--- config.mk ---
export PLATFORM = sky130hd
export DESIGN_NAME = negedge_deser
export DESIGN_NICKNAME = d
export VERILOG_FILES = /design/src/rtl/negedge_deser_pkg.sv /design/src/rtl/negedge_deser_slot.sv /design/src/rtl/negedge_deser.sv
export SDC_FILE = /design/constraint.sdc
export NUM_CORES = 1
export LEC_CHECK = 0
export ABC_AREA = 1
export CAP_MARGIN = 20
export CORE_MARGIN = 2
export CORE_UTILIZATION = 55
export CTS_BUF_LIST = sky130_fd_sc_hd__clkbuf_8
export CTS_CLUSTER_DIAMETER = 200
export CTS_CLUSTER_SIZE = 40
export DETAILED_ROUTE_END_ITERATION = 12
export GPL_ROUTABILITY_DRIVEN = 0
export PLACE_DENSITY = 0.78
export SLEW_MARGIN = 25
export SYNTH_ARGS = -nofsm -noshare
export SYNTH_HDL_FRONTEND = slang
export SYNTH_SLANG_ARGS = --single-unit
--- constraint.sdc ---
create_clock -name clk -period 1.8 [get_ports clk]
set_clock_uncertainty 0.2 [all_clocks]
set_input_delay 0.45 -clock clk [delete_from_list [all_inputs] [get_ports clk]]
set_output_delay 0.45 -clock clk [all_outputs]
set_load 0.01 [all_outputs]
--- src/rtl/negedge_deser_pkg.sv ---
// Shared types and sizing helpers for the negedge_deser serial-to-parallel collector.
package negedge_deser_pkg;

    localparam int unsigned MAX_WIDTH = 32;

    typedef enum logic {
        COLLECT = 1'b0,
        STALL   = 1'b1
    } state_t;

    // Counter must reach WIDTH when a trailing parity bit follows the data bits.
    function automatic int unsigned cnt_width(input int unsigned width);
        return $clog2(width + 1);
    endfunction

endpackage

--- src/rtl/negedge_deser_slot.sv ---
// Output register of negedge_deser: load / handshake / hold of word_out, word_vld and parity_err.
module negedge_deser_slot #(
    parameter int unsigned WIDTH = 8
) (
    input  logic             clk,
    input  logic             rst,
    input  logic             load,
    input  logic [WIDTH-1:0] load_word,
    input  logic             load_perr,
    input  logic             word_rdy,
    output logic [WIDTH-1:0] word_out,
    output logic             word_vld,
    output logic             parity_err
);

    // A load wins over a same-cycle handshake so streaming has no bubble.
    always_ff @(posedge clk) begin
        if (rst) begin
            word_out   <= '0;
            word_vld   <= 1'b0;
            parity_err <= 1'b0;
        end else if (load) begin
            word_out   <= load_word;
            word_vld   <= 1'b1;
            parity_err <= load_perr;
        end else if (word_vld && word_rdy) begin
            word_vld   <= 1'b0;
            parity_err <= 1'b0;
        end
    end

endmodule

--- src/rtl/negedge_deser.sv ---
// Posedge collector for a negedge-launched serial stream; WIDTH-bit words on valid/ready.
// Optional trailing even-parity bit per word when PARITY_CHECK_EN is defined.
module negedge_deser
    import negedge_deser_pkg::*;
#(
    parameter int unsigned WIDTH     = 8,
    parameter bit          MSB_FIRST = 1'b1
) (
    input  logic             clk,
    input  logic             rst,
    input  logic             bit_in,
    input  logic             bit_vld,
    output logic [WIDTH-1:0] word_out,
    output logic             word_vld,
    input  logic             word_rdy,
    output logic             overflow,
    output logic             parity_err
);

    localparam int unsigned CW = cnt_width(WIDTH);
`ifdef PARITY_CHECK_EN
    localparam int unsigned LAST = WIDTH;
`else
    localparam int unsigned LAST = WIDTH - 1;
`endif

    state_t           state_q, state_d;
    logic [CW-1:0]    cnt_q, cnt_d;
    logic [WIDTH-1:0] sr_q, sr_d, sr_shift, done_word, load_word;
    logic             ovf_q, ovf_d;
    logic             load, load_perr, done_perr, data_bit, slot_free;

    assign sr_shift  = MSB_FIRST ? {sr_q[WIDTH-2:0], bit_in} : {bit_in, sr_q[WIDTH-1:1]};
    assign slot_free = !word_vld || word_rdy;
    assign overflow  = ovf_q;

`ifdef PARITY_CHECK_EN
    logic par_q, par_d, held_q, held_d;
    // The parity bit never enters sr; it only closes the running XOR.
    assign data_bit  = (cnt_q < CW'(WIDTH));
    assign done_word = sr_q;
    assign done_perr = par_q ^ bit_in;
`else
    assign data_bit  = 1'b1;
    assign done_word = sr_shift;
    assign done_perr = 1'b0;
`endif

    always_comb begin
        state_d   = state_q;
        cnt_d     = cnt_q;
        sr_d      = sr_q;
        ovf_d     = ovf_q;
        load      = 1'b0;
        load_word = sr_q;
        load_perr = 1'b0;
`ifdef PARITY_CHECK_EN
        par_d     = par_q;
        held_d    = held_q;
        load_perr = held_q;
`endif
        case (state_q)
            COLLECT: begin
                if (bit_vld) begin
                    if (cnt_q == CW'(LAST)) begin
                        cnt_d = '0;
`ifdef PARITY_CHECK_EN
                        par_d = 1'b0;
`endif
                        if (slot_free) begin
                            load      = 1'b1;
                            load_word = done_word;
                            load_perr = done_perr;
                        end else begin
                            sr_d    = done_word;
                            state_d = STALL;
`ifdef PARITY_CHECK_EN
                            held_d  = done_perr;
`endif
                        end
                    end else begin
                        cnt_d = cnt_q + CW'(1);
                        if (data_bit) begin
                            sr_d = sr_shift;
`ifdef PARITY_CHECK_EN
                            par_d = par_q ^ bit_in;
`endif
                        end
                    end
                end
            end
            STALL: begin
                // Bits have nowhere to go while a completed word waits, including the exit cycle.
                if (bit_vld) begin
                    ovf_d = 1'b1;
                end
                if (word_rdy) begin
                    load    = 1'b1;
                    state_d = COLLECT;
                end
            end
            default: state_d = COLLECT;
        endcase
    end

    always_ff @(posedge clk) begin
        if (rst) begin
            state_q <= COLLECT;
            cnt_q   <= '0;
            sr_q    <= '0;
            ovf_q   <= 1'b0;
        end else begin
            state_q <= state_d;
            cnt_q   <= cnt_d;
            sr_q    <= sr_d;
            ovf_q   <= ovf_d;
        end
    end

`ifdef PARITY_CHECK_EN
    always_ff @(posedge clk) begin
        if (rst) begin
            par_q  <= 1'b0;
            held_q <= 1'b0;
        end else begin
            par_q  <= par_d;
            held_q <= held_d;
        end
    end
`endif

    negedge_deser_slot #(
        .WIDTH(WIDTH)
    ) u_slot (
        .clk       (clk),
        .rst       (rst),
        .load      (load),
        .load_word (load_word),
        .load_perr (load_perr),
        .word_rdy  (word_rdy),
        .word_out  (word_out),
        .word_vld  (word_vld),
        .parity_err(parity_err)
    );

endmodule

# Word-level counts from Yosys, hierarchy flattened

Index checks and enable logic that the tools add are counted.
Widths: inputs -> output; s select.

Output and inout bits: 11
Memories kept: 0
Bits in registers: 23
Input port bits: 5
Bits in read-only memories: 0
Latch bits: 0
Logic and storage cells: 36
RAM bits: 0

Add/subtract/negate cells: 1
Multiply operators: 0
$lt $le $gt $ge: 0
Reductions and logical operators: 7
Divide/modulo/power cells: 0
Shift operators: 0
Multiplexer cells: 19
Bitwise logic cells: 1
Equal/unequal tests: 2

Operators by type and width:

| cell                | count |
|---|---|
| $mux 8              | 6 |
| $mux 1              | 10 |
| $add 4x1->4 const B | 1 |
| $eq 4x3->1 const B  | 1 |
| $mux 4              | 1 |
| $pmux 1 s2          | 2 |
| $reduce_and 2->1    | 2 |
| $reduce_and 3->1    | 1 |
| $ne 2x2->1 const B  | 1 |
| $reduce_bool 2->1   | 1 |
| $logic_and 1x1->1   | 1 |
| $logic_not 1->1     | 1 |
| $logic_or 1x1->1    | 1 |
| $not 1->1           | 1 |

# Logic depth before layout (Yosys ltp)

Word-level depth: 7
Mapped depth: 8
Gate-level depth less buffers: 8

# By module

Synthesis repeated with hierarchy kept, for this count alone.

Cells, all modules: 163
Area, all modules: 1,249.9 um^2

Modules (own cells, without submodules):

| module             | area an instance (um^2) | cells each | instances | sequential area each (um^2) |
|---|---|---|---|---|
| negedge_deser      | 879.6                   | 117        | 1         | 280.3 |
| negedge_deser_slot | 370.4                   | 46         | 1         | 200.2 |

# Least setup slack after synthesis

OpenSTA, ideal clock, no wires.

Path type: input to register
Start point: in word_rdy
End point: reg sr_q[0]
Slack: 0.368 ns
Setup time: 0.116 ns
Buffers on the path: 1
Arrival time: 1.116 ns
Stages: 8
Path through: inv_1 > nand2_1 > buf_4 > nand2_1 > nand2_2 > inv_2 > nor2_1 > nor2_1

Longest elaborated chain between the ends: 3

RTL lines:

| what                              | RTL line             | RTL |
|---|---|---|
| start, declared                   | negedge_deser.sv:15  | `input logic word_rdy,` |
| $logic_or 1x1->1                  | negedge_deser.sv:34  | `assign slot_free = !word_vld \|\| word_rdy;` |
| $ne 2x2->1 (no source line)       | n/a                  |  |
| $reduce_and 3->1 (no source line) | n/a                  |  |
| end signal, assigned              | negedge_deser.sv:115 | `sr_q <= sr_d;` |
| end, declared                     | negedge_deser.sv:29  | `logic [WIDTH-1:0] sr_q, sr_d, sr_shift, done_word, load_word;` |

No other way between the ends.
A chain may end at the register's enable or synchronous reset.

# Worst setup path after layout

Start point: in bit_vld
End point: reg u_slot.word_out[0]

Longest elaborated chain between the ends: 2
Elaborated cells on any way between the ends: 4
Classes of those cells: mux (4)

RTL lines:

| what                                 | RTL line                 | RTL |
|---|---|---|
| start, declared                      | negedge_deser.sv:12      | `input logic bit_vld,` |
| $mux 1 or $mux 8 (tied branches)     | negedge_deser.sv:64      | `if (bit_vld) begin` |
| $pmux 1 s2 or $mux 8 (tied branches) | negedge_deser.sv:62      | `case (state_q)` |
| end signal, assigned                 | negedge_deser_slot.sv:23 | `word_out <= load_word;` |
| end, declared                        | negedge_deser_slot.sv:11 | `output logic [WIDTH-1:0] word_out,` |

Parallel ways exist; a longest one is shown, timed or not.

==> summary.txt <==
Run status
  • Status: complete, no violations

Placed design
  • HPWL Detailed: around 1500 um
  • Area after DPL: about 1300 um^2
  • Port bufs: 14

Floorplanning
  • Die Y: a little under 50 um
  • Die Footprint: roughly 2300 um^2
  • Placement Rows: 15
  • Core ar.: 1780 um^2
  • Top-level port count: 16
  • Initial Utilization: about three fifths
  • Die W: 48.2 um

Routing
  • DR vias: slightly below 1000
  • Routed WL: 2070 um
  • Post-route DRC: 0
  • DR pass1 iterations: 4
  • Routed length per instance: about 11 um
  • Drt first-iter violations: 16
  • Post-DRT Antenna Nets: 0
  • DR vias/cell: between 4 and 5

Power and ir drop
  • Sequential fraction of design power: 58.1%
  • Max rail drop VDD: 0.000559 V
  • P_sw: between 0.2 and 0.25 mW
  • Clock power share: between 30% and 40%
  • Pwr Total: 0.929 mW
  • Leakage power: approximately 0.72 nW
  • Power Density: between 600 and 700 nW/um^2
  • Switching portion of total power: a little under a quarter
  • Cell-internal power: between 0.7 and 0.8 mW
  • Combinational share of power: under 10%

Finish
  • Diodes inserted: 0
  • Fraction of layout cells with a size suffix above 1: 12.8%
  • Final Cell Area: approximately 1300 um^2
  • Fill count: about 140
  • Nets: approximately 180
  • Area Growth Syn to Fin: 24.4%
  • Util after Layout: ~75%

Timing
  • Final Critical Period: between 1500 and 2000 ps
  • Final Setup Violations: 0
  • Final number of hold-violating endpoints: 0
  • Fin. max-slew vios: 0
  • Final setup TNS: 0 ps
  • RSZ-0062 raised after global routing: no
  • Achievable frequency: 599 MHz
  • Final period util: about 93%

Synth
  • Asr flop ratio synth: 0%
  • Ranking of synthesized cells by area: dfxtp_1 43%, nand2_1 13%, nor2_1 7.0%
  • Number of synthesized flops with an enable pin: 0
  • Share of the synthesized area in the top cell type: a little over two fifths
  • Synth area leader: dfxtp_1
  • Synth warn: 0
  • Avg Cell Area, Syn: between 7 and 8 um^2
  • Main flop type after synthesis: dfxtp_1
  • Commonest cells post-synth: 36 x nand2_1, 23 x dfxtp_1, 20 x nor2_1
  • Mapped cell area: 1070 um^2
  • Cells after synthesis: approximately 150
  • Count of different cell masters after synthesis: 22
  • Count leader, synth: nand2_1
  • Post-synth net total: ~160
  • Post-synthesis sequential area ratio: around 43%
  • FF+latch count, synth: 23

Min path
  • Tightest Hold Check Type: reg2reg

CTS
  • Clock Tree Root: clkbuf_8
  • Register clock-pin slew on the reported worst setup and hold paths: around 80 ps
  • CTS tree: done
  • Latest clock arrival within the worst-skew pair: ~260 ps
  • # clock sinks: 23
  • Clk buf depth: 2
  • Cts bufs inserted: 3
  • H-tree depth: 1
  • CTS Hold Bufs: 0

Setup path
  • Worst EP arrival: around 1700 ps
  • Crit Path Max Fanout: 16
  • Critical Path Source Type: input port
  • Critical Path RT: around 1800 ps
  • Critical path type: in2reg
  • Crit. End Element: register

Global routing
  • Initial antenna violation count: 0
  • Largest net degree at the start of global routing: 17
  • First-pass GRT wire length: 3420 um
  • Vias in the first global route: ~810
  • Grt ovf: 0
  • Tot GR Track Use: between 20% and 30%

Flow run
  • Max_cap viols: 0
==> critical path, cell delays in order <==
cell and delay (ps):
clkdlybuf4s50_1 480, inv_1 70, nor2_4 170, nand3_4 210, nand2_1 100, nand2_1 60
a21oi_1 120
==> state kept, by name (all words and copies together) (netlist names) <==
signal / cells
u_slot.word_out: 8
state_q: 1
u_slot.word_vld: 1
cnt_q: 4
overflow: 1
sr_q: 8
==> path summary, 6_finish.rpt <==
| path | to | cells after the start | start | slack (ps) |
|---|---|---|---|---|
| min | u_slot.word_out[6]$_SDFFE_PP0P_ | 2 | u_slot.word_out[6]$_SDFFE_PP0P_ | 280 |
| min reg2reg | u_slot.word_out[6]$_SDFFE_PP0P_ | 2 | u_slot.word_out[6]$_SDFFE_PP0P_ | 280 |
| max reg2reg | sr_q[1]$_SDFFE_PP0P_ | 8 | cnt_q[0]$_SDFFE_PP0P_ | 190 |
| max | u_slot.word_out[0]$_SDFFE_PP0P_ | 7 | bit_vld | 130 |
==> per-layer routing <==
layer  global-route usage, %  vias up  wire, um
li1                        -      524         -
met2                    32.9       20       921
met1                    29.8      438      1050
met5                       0        -         0
met4                    6.49        0        12
met3                    3.33        2        86
==> power by group through the flow <==
stage               combinational, mW  sequential [mW]  clock, mW
floorplan                      0.0485            0.547          0
global placement               0.0728            0.550          0
detailed placement             0.0752            0.551          0
CTS                            0.0755            0.539      0.331
global route                   0.0874            0.542      0.344
finish                         0.0759            0.540      0.313
==> timing repair <==
item,CTS,global route
gates resized for setup,2,9
buffers inserted,0,0
pin swaps,0,0
setup endpoints to repair,2,9
==> stage by stage <==
| step | cells | worst slack [ps] | hold slack (ps) |
|---|---|---|---|
| after floorplan | 152 | 368 | 254 |
| after global placement | 193 | -132 | 247 |
| after CTS | 197 | 8.10 | 286 |
| after detailed placement | 193 | -143 | 274 |
| final | 197 | 132 | 281 |
| after global routing | 197 | 43.3 | 305 |
==> final cells by class <==
type	count	area [um^2]	area share, %
multi-input combinational	106	512	38.3
sequential	23	460	34.5
timing repair buffer	23	225	16.9
inverter	16	60.1	4.50
clock buffer	3	41.3	3.09
tap	25	31.3	2.34
clock inverter	1	5.00	0.375
==> cells in the final DEF (no fill, tap or decap) <==
master            n
dlymetal6s2s_1    8
clkdlybuf4s50_1   4
xnor2_1           1
nand2_2           3
nand2_1          35
dfxtp_1          23
nand3_4           1
nor2_1           20
clkbuf_8          3
buf_4             9
inv_1            14
nor2_4            2
o21ai_0           9
clkinv_2          1
dlygate4sd2_1     2
inv_2             2
nand4_1           8
or2_2             1
conb_1            1
nor3_1            1
a21oi_1          12
ha_1              1
nand3_1          11
==> logic make-up after synthesis <==
kind of cell | synth area share, %
xor gates and xnor gates | 0.816
adders and majority gates | 1.17
buffers and inverters | 9.67
and+or+nand+nor | 35.3
DFF | 42.9
AOI/OAI and AO/OA | 9.79
other | 0.349
No activity file was read; power rests on OpenSTA's default activity.
